$ cat src/rtl/div_seq_param.sv
// -----------------------------------------------------------------------------
// div_seq_param
//
// Sequential restoring divider with integrated control. Retires one quotient
// bit per clock. Supports unsigned and (optionally) two's-complement operation,
// produces quotient and remainder, and flags divide-by-zero.
//
// Parameters:
//   WIDTH     - operand / quotient / remainder width (4..32)
//   SIGNED_EN - 0 removes the signed path; i_signed is then ignored
//
// Ports:
//   i_clk    - clock, rising edge
//   i_rst    - asynchronous active-high reset
//   i_start  - start request, sampled only when idle
//   i_signed - two's-complement mode, sampled with i_start
//   i_dvd    - dividend, sampled with i_start
//   i_dvs    - divisor, sampled with i_start
//   o_busy   - high while an operation is in progress
//   o_done   - one-cycle completion pulse; results valid from this cycle
//   o_q      - quotient, held until the next completion
//   o_rem    - remainder, held until the next completion
//   o_div0   - divide-by-zero flag for the last result
// -----------------------------------------------------------------------------
module div_seq_param #(
    parameter int WIDTH     = 16,
    parameter bit SIGNED_EN = 1'b1
) (
    input  logic             i_clk,
    input  logic             i_rst,
    input  logic             i_start,
    input  logic             i_signed,
    input  logic [WIDTH-1:0] i_dvd,
    input  logic [WIDTH-1:0] i_dvs,
    output logic             o_busy,
    output logic             o_done,
    output logic [WIDTH-1:0] o_q,
    output logic [WIDTH-1:0] o_rem,
    output logic             o_div0
);

    localparam int CW = $clog2(WIDTH);

    localparam logic [1:0] S_IDLE = 2'd0;
    localparam logic [1:0] S_CALC = 2'd1;
    localparam logic [1:0] S_FIX  = 2'd2;

    logic [1:0]       r_state;
    logic [WIDTH:0]   r_a;      // partial remainder
    logic [WIDTH-1:0] r_m;      // dividend magnitude, becomes quotient magnitude
    logic [WIDTH-1:0] r_dvs;    // divisor magnitude
    logic [CW-1:0]    r_cnt;
    logic             r_qs;
    logic             r_rs;
    logic             r_dz;
    logic [WIDTH-1:0] r_q;
    logic [WIDTH-1:0] r_rem;
    logic             r_div0;
    logic             r_done;

    logic             w_sgn_mode;
    logic             w_dvd_neg;
    logic             w_dvs_neg;
    logic [WIDTH-1:0] w_dvd_mag;
    logic [WIDTH-1:0] w_dvs_mag;
    logic             w_dvs_zero;
    logic [WIDTH+1:0] w_a_sh;
    logic [WIDTH+1:0] w_trial;
    logic             w_trial_ok;
    logic             w_cnt_last;
    logic [WIDTH-1:0] w_a_low;
    logic [WIDTH-1:0] w_q_fix;
    logic [WIDTH-1:0] w_rem_fix;

    always_comb begin
        w_sgn_mode = SIGNED_EN && i_signed;
        w_dvd_neg  = w_sgn_mode && i_dvd[WIDTH-1];
        w_dvs_neg  = w_sgn_mode && i_dvs[WIDTH-1];
        // -(2^(WIDTH-1)) wraps to itself, which is the correct unsigned magnitude
        w_dvd_mag  = w_dvd_neg ? -i_dvd : i_dvd;
        w_dvs_mag  = w_dvs_neg ? -i_dvs : i_dvs;
        w_dvs_zero = (i_dvs == '0);

        // {A,M} << 1; the extra top bit keeps the trial sign intact
        w_a_sh     = {r_a, r_m[WIDTH-1]};
        w_trial    = w_a_sh - {2'b00, r_dvs};
        w_trial_ok = ~w_trial[WIDTH+1];
        w_cnt_last = (r_cnt == CW'(WIDTH - 1));

        w_a_low    = r_a[WIDTH-1:0];
        w_q_fix    = r_qs ? -r_m : r_m;
        w_rem_fix  = r_rs ? -w_a_low : w_a_low;
    end

    always_ff @(posedge i_clk or posedge i_rst) begin
        if (i_rst) begin
            r_state <= S_IDLE;
            r_a     <= '0;
            r_m     <= '0;
            r_dvs   <= '0;
            r_cnt   <= '0;
            r_qs    <= 1'b0;
            r_rs    <= 1'b0;
            r_dz    <= 1'b0;
            r_q     <= '0;
            r_rem   <= '0;
            r_div0  <= 1'b0;
            r_done  <= 1'b0;
        end else begin
            r_done <= 1'b0;
            case (r_state)
                S_IDLE: begin
                    if (i_start) begin
                        r_a   <= '0;
                        r_cnt <= '0;
                        r_qs  <= w_dvd_neg ^ w_dvs_neg;
                        r_rs  <= w_dvd_neg;
                        r_dvs <= w_dvs_mag;
                        r_dz  <= w_dvs_zero;
                        if (w_dvs_zero) begin
                            // keep the raw dividend so it can be returned as REM
                            r_m     <= i_dvd;
                            r_state <= S_FIX;
                        end else begin
                            r_m     <= w_dvd_mag;
                            r_state <= S_CALC;
                        end
                    end
                end

                S_CALC: begin
                    if (w_trial_ok) begin
                        r_a <= w_trial[WIDTH:0];
                        r_m <= {r_m[WIDTH-2:0], 1'b1};
                    end else begin
                        r_a <= w_a_sh[WIDTH:0];
                        r_m <= {r_m[WIDTH-2:0], 1'b0};
                    end
                    r_cnt <= r_cnt + 1'b1;
                    if (w_cnt_last) begin
                        r_state <= S_FIX;
                    end
                end

                S_FIX: begin
                    if (r_dz) begin
                        r_q    <= '1;
                        r_rem  <= r_m;
                        r_div0 <= 1'b1;
                    end else begin
                        r_q    <= w_q_fix;
                        r_rem  <= w_rem_fix;
                        r_div0 <= 1'b0;
                    end
                    r_done  <= 1'b1;
                    r_state <= S_IDLE;
                end

                default: begin
                    r_state <= S_IDLE;
                end
            endcase
        end
    end

    assign o_busy = (r_state != S_IDLE);
    assign o_done = r_done;
    assign o_q    = r_q;
    assign o_rem  = r_rem;
    assign o_div0 = r_div0;

endmodule
$ cat config.mk
export PLATFORM = sky130hd
export DESIGN_NAME = div_seq_param
export DESIGN_NICKNAME = d
export VERILOG_FILES = /design/src/rtl/div_seq_param.sv
export SDC_FILE = /design/constraint.sdc
export NUM_CORES = 1
export LEC_CHECK = 0
export ABC_CLOCK_PERIOD_IN_PS = 4300
export BUFFER_PORTS_ARGS = -buffer_cell sky130_fd_sc_hd__clkbuf_2
export CORE_MARGIN = 5
export CORE_UTILIZATION = 64
export CTS_CLUSTER_SIZE = 12
export DETAILED_ROUTE_END_ITERATION = 10
export PLACE_DENSITY_LB_ADDON = 0.2
export SLEW_MARGIN = 20
export SYNTH_ARGS = -nofsm -noshare
export SYNTH_HDL_FRONTEND = slang
export SYNTH_SLANG_ARGS = --single-unit
$ cat constraint.sdc
create_clock -name i_clk -period 4.3 [get_ports i_clk]
set_input_delay 0.645 -clock i_clk [delete_from_list [all_inputs] [get_ports i_clk]]
set_output_delay 0.645 -clock i_clk [all_outputs]
set_load 0.01 [all_outputs]
# After elaboration in Yosys (flattened, before gate mapping)
# Index checks and enable logic that the tools add are counted.
# W data, S select, Z words.
op_classes:
  addsub: 6
  mul: 0
  bitwise_logic: 1
  magnitude_cmp: 0
  n_eq_ne: 5
  div: 0
  n_reduce_logical: 9
  n_mux: 21
  shifts: 0
op_table:
  columns: ["op", "count"]
  rows:
  - ["$mux W16", 8]
  - ["$neg A16 Y16", 4]
  - ["$mux W17", 2]
  - ["$pmux W17 S2", 1]
  - ["$pmux W16 S2", 1]
  - ["$sub A18 B16 Y18", 1]
  - ["$logic_not A16 Y1", 1]
  - ["$pmux W4 S2", 1]
  - ["$mux W2", 3]
  - ["$reduce_and A2 Y1", 3]
  - ["$add A4 B1 Y4 const B", 1]
  - ["$eq A4 B4 Y1 const B", 1]
  - ["$mux W4", 1]
  - ["$ne A2 B2 Y1 const B", 2]
  - ["$pmux W2 S2", 1]
  - ["$reduce_bool A2 Y1", 2]
  - ["$mux W1", 3]
  - ["$eq A2 B1 Y1 const B", 1]
  - ["$eq A2 B2 Y1 const B", 1]
  - ["$logic_and A1 B1 Y1", 2]
  - ["$logic_not A2 Y1", 1]
  - ["$xor A1 B1 Y1", 1]
totals:
  in_bits: 36
  mem_bits_rw: 0
  n_memories: 0
  regBits: 92
  latchBits: 0
  out_inout_bits: 35
  rom_bits: 0

# Depth between registers and ports, before layout
logic_depth:
  word_depth: 5
  mapped_depth: 11

# Worst setup path after synthesis
# OpenSTA, ideal clock, no wires.
synth_timing:
  kind: "reg2reg"
  from: "reg r_m[15]"
  to: "reg r_a[16]"
  stages_incl_launch_ff: 12
  setup_time_ns: 0.131
  required_time_ns: 4.169
  arrival_ns: 2.404
  path_buffers: 0
  slack_ns: 1.765
  synth_period_minus_slack_ns: 2.535
  path_cell_list: "dfrtp_1 inv_1 ha_1 inv_1 fa_1 a21o_1 a221o_1 a21oi_1 o221ai_1 a21oi_1 o21ai_0 or3_1"
synth_via:
  elab_chain_cells: 3
synth_rtl:
  columns: ["item", "line", "rtl"]
  rows:
  - ["start, declared", "50", "logic [WIDTH-1:0] r_m;"]
  - ["start signal, assigned", "122", "r_m <= i_dvd;"]
  - ["start signal, assigned", "125", "r_m <= w_dvd_mag;"]
  - ["start signal, assigned", "134", "r_m <= {r_m[WIDTH-2:0], 1'b1};"]
  - ["$sub A18 B16 Y18", "86", "w_trial = w_a_sh - {2'b00, r_dvs};"]
  - ["$mux W17", "132", "if (w_trial_ok) begin"]
  - ["$pmux W17 S2", "111", "case (r_state)"]
  - ["end signal, assigned", "133", "r_a <= w_trial[WIDTH:0];"]
  - ["end signal, assigned", "136", "r_a <= w_a_sh[WIDTH:0];"]
  - ["end, declared", "49", "logic [WIDTH:0] r_a;"]
# No other way between the ends.
# A chain may end at the register's enable or synchronous reset.

# Worst setup path in the final report
# Ends and elaborated chain as after synthesis.

==> flow_summary.json <==
{
  "detail_route.iter0.violations": 429,
  "postSynth.asyncResetShare": 1.00,
  "route.met3.wl_um": 915,
  "pin_count": 71,
  "synth_cell_type_count": 58,
  "seq_area_mm2": 0.00230,
  "cts_setup_buffers": 0,
  "cts_buffers": 9,
  "gp_congestion": 0.911,
  "coreArea_mm2": 0.00915,
  "total_congestion_overflow_after_global_routing": 0,
  "cts_max_level": 3,
  "yosys_register_bits": 92,
  "die_outline_width_um": 106,
  "cell_chain_critical_path": "inv_1 -> ha_1 -> inv_1 -> fa_1 -> a21o_1 -> a221o_1 -> a21oi_1 -> o221ai_1 -> a21oi_1 -> o21ai_0 -> or3_1",
  "ctsRootBufferMaster": "clkbuf_8",
  "synth-main-ff-cell": "dfrtp_1",
  "run_status": "completed",
  "synth-compound-area-share": 0.196,
  "std_cell_rows": 35,
  "finalMaxSlewViolations": 0,
  "synthAdderAreaFrac": 0.0475,
  "first_global_vias": 5016,
  "synth_enable_flop_cells": 0,
  "syn-num-nets": 758,
  "worst_setup_path_end_kind": "register",
  "tritoncts": "done",
  "syn_area_mm2": 0.00595,
  "die_height_um": 106,
  "die_area_mm2": 0.0113,
  "worstMarginPinSlew_ns": 1.12,
  "vdd.ir_drop.worst_mv": 0.410,
  "grt_max_degree": 53,
  "critPathArrivalTime_ns": 3.05,
  "fin_skew_ns": 0.0200,
  "multiInputGateArea_mm2": 0.00335,
  "syn_to_final_growth_pct": 9.59,
  "finalHoldViolCount": 0,
  "final.min_clock_period_ns": 2.80,
  "drive_above_1_share": 0.139,
  "reg2regPathDepth": 11,
  "final.fill_count": 716,
  "critical_path.max_fanout": 4,
  "placement.io_buffers": 70,
  "timing.rr.start": "r_m[15]",
  "detailroute.wirelength.met2_um": 6710,
  "synth_seq_area_share": 0.387,
  "route.detailed.drc": 0,
  "insertedDiodeCount": 0,
  "muxShareOfSynthArea": 0.0387,
  "worstHoldPathType": "in2async",
  "combinational_family_with_the_most_area_after_synthesis": "compound AO/OA/AOI/OAI gates",
  "cellLeakagePower_uw": 0.00302,
  "critical_path.startpoint_type": "register",
  "post_cts_resize_count": 0,
  "setup_tns_ns": 0,
  "clkSinkCount": 92,
  "required_time_worst_endpoint_ns": 4.55,
  "floorplan.initialDensity": 0.650,
  "vias_per_instance": 6.02,
  "wl_met1_um": 6590,
  "grtUsageTotal": 0.263,
  "wl_um": 14400,
  "clk-insertion-delay-late_ns": 0.37,
  "global_route_wire_length_before_repair_um": 24200,
  "xor_and_xnor_area_share_after_synthesis": 0.0986,
  "drtPass1Iterations": 5,
  "yosysWarningCount": 0,
  "cts.clk_slew.worst_paths_ns": 0.11,
  "crit_slowest_cell": "dfrtp_1",
  "final_core_area_utilization": 0.713,
  "critical_path.max_stage_delay_ns": 0.44,
  "end_of_the_worst_register_to_register_path": "r_a[16]",
  "max_freq_mhz": 357,
  "nets": 807,
  "crit_type": "reg2reg",
  "timing.final.crit_share": 0.652,
  "routed.top_layer": "met4",
  "cts-root-to-sink-buffers": 2,
  "post_cts_hold_buffer_count": 0,
  "grt_setup_unrepaired": "no",
  "antenna_violations_before_repair": 0,
  "detailed_place_hpwl_um": 11000,
  "dr_wl_cell_um": 16.6,
  "power.density_cell_area_mw_per_mm2": 842,
  "ant_nets": 0,
  "slew-limit-headroom": 0.254,
  "reg2reg_setup_slack_ns": 1.50,
  "setup_viol_count_final": 0,
  "route.vias.total": 5208,
  "max_cap_violations": 0,
  "syn-instance-count": 700,
  "synth_area_in_simple_gates": 0.183,
  "synth_area_per_cell_um2": 8.50
}
[area by class of cell]
cell class              instances  share of cell area
clock buffers                   9              0.0190
inverters                      32              0.0186
multi-input cells             535               0.514
well taps                     111              0.0213
clock inverters                 7              0.0104
repair buffers                 79              0.0641
flip-flops and latches         92               0.353
[logic make-up after synthesis]
| group | after synthesis |
|---|---|
| AO/OA/AOI/OAI | 193 |
| buffers and inverters | 73 |
| adder cells (fa/ha/maj) | 22 |
| XOR/XNOR | 67 |
| flip-flops | 92 |
| AND/OR/NAND/NOR | 230 |
| multiplexers | 23 |
[sequential cells by signal (all words and copies together) (netlist names), 2 cells and up]
| register | cells |
|---|---|
| r_m | 16 |
| r_a | 17 |
| o_rem | 16 |
| r_cnt | 4 |
| o_q | 16 |
| r_dvs | 16 |
| r_state | 2 |
[Yosys cell counts (all sizes together), types with 9 or more instances]
library cell   n  area (um2)
a21oi         47         239
a22oi         14         105
buf            9        58.8
clkbuf        32         120
dfrtp         92        2300
ha            21         263
inv           32         120
mux2i         23         230
nand2         89         334
nand3         25         125
nor2          62         233
nor3           9        55.1
o21ai         85         425
o31ai         14         115
xnor2         26         228
xor2          41         359
[how the worst max path moves through the flow]
stage / startpoint / end / depth (start not counted)
CTS: r_m[15] / r_a[16] / 11
finish: r_m[15] / r_a[16] / 11
detailed placement: i_dvs[0] / r_m[2] / 10
global route: r_m[15] / r_a[16] / 11
global placement: i_dvs[0] / r_m[2] / 10
floorplan: i_rst / o_div0 / 1
[routing by layer]
layer,track usage,vias to the layer above
li1,-,2550
met1,0.379,2429
met2,0.413,212
met3,0.0504,17
met4,0.0584,0
met5,0,-
[critical path, delay by kind of cell, from the launching register on]
kind                       cells  cell delay (ns)
AOI/OAI and AO/OA              6             1.23
adders and majority gates      2             0.57
buffers and inverters          2             0.16
DFF                            1             0.44
and+or+nand+nor                1             0.30
[placed cells by master (no fill, tap or decap), types with 23 or more instances in the layout]
master / count
xnor2_1: 26
mux2i_1: 23
a21oi_1: 46
inv_1: 31
nand3_1: 25
xor2_1: 41
clkbuf_2: 70
o21ai_0: 74
nor2_1: 62
nand2_1: 89
dfrtp_1: 92
[stage by stage]
step | cells | worst slack [ns] | hold slack [ns] | power, uW | instance area, um2
2_1_floorplan | 700 | 1.26 | 0.450 | 4090 | 5950
3_3_place_gp | 849 | 1.56 | 0.453 | 4770 | 6330
3_5_place_dp | 849 | 1.45 | 0.463 | 4890 | 6330
4_1_cts | 865 | 1.53 | 0.426 | 5460 | 6520
5_1_grt | 865 | 1.39 | 0.473 | 5970 | 6520
6_report | 865 | 1.50 | 0.409 | 5490 | 6520
[power breakdown]
part	switching, uW	internal (uW)	total (uW)
Sequential	505	1270	1770
Clock	345	225	569
Combinational	1790	1360	3150
(Power assumes the default switching activity.)
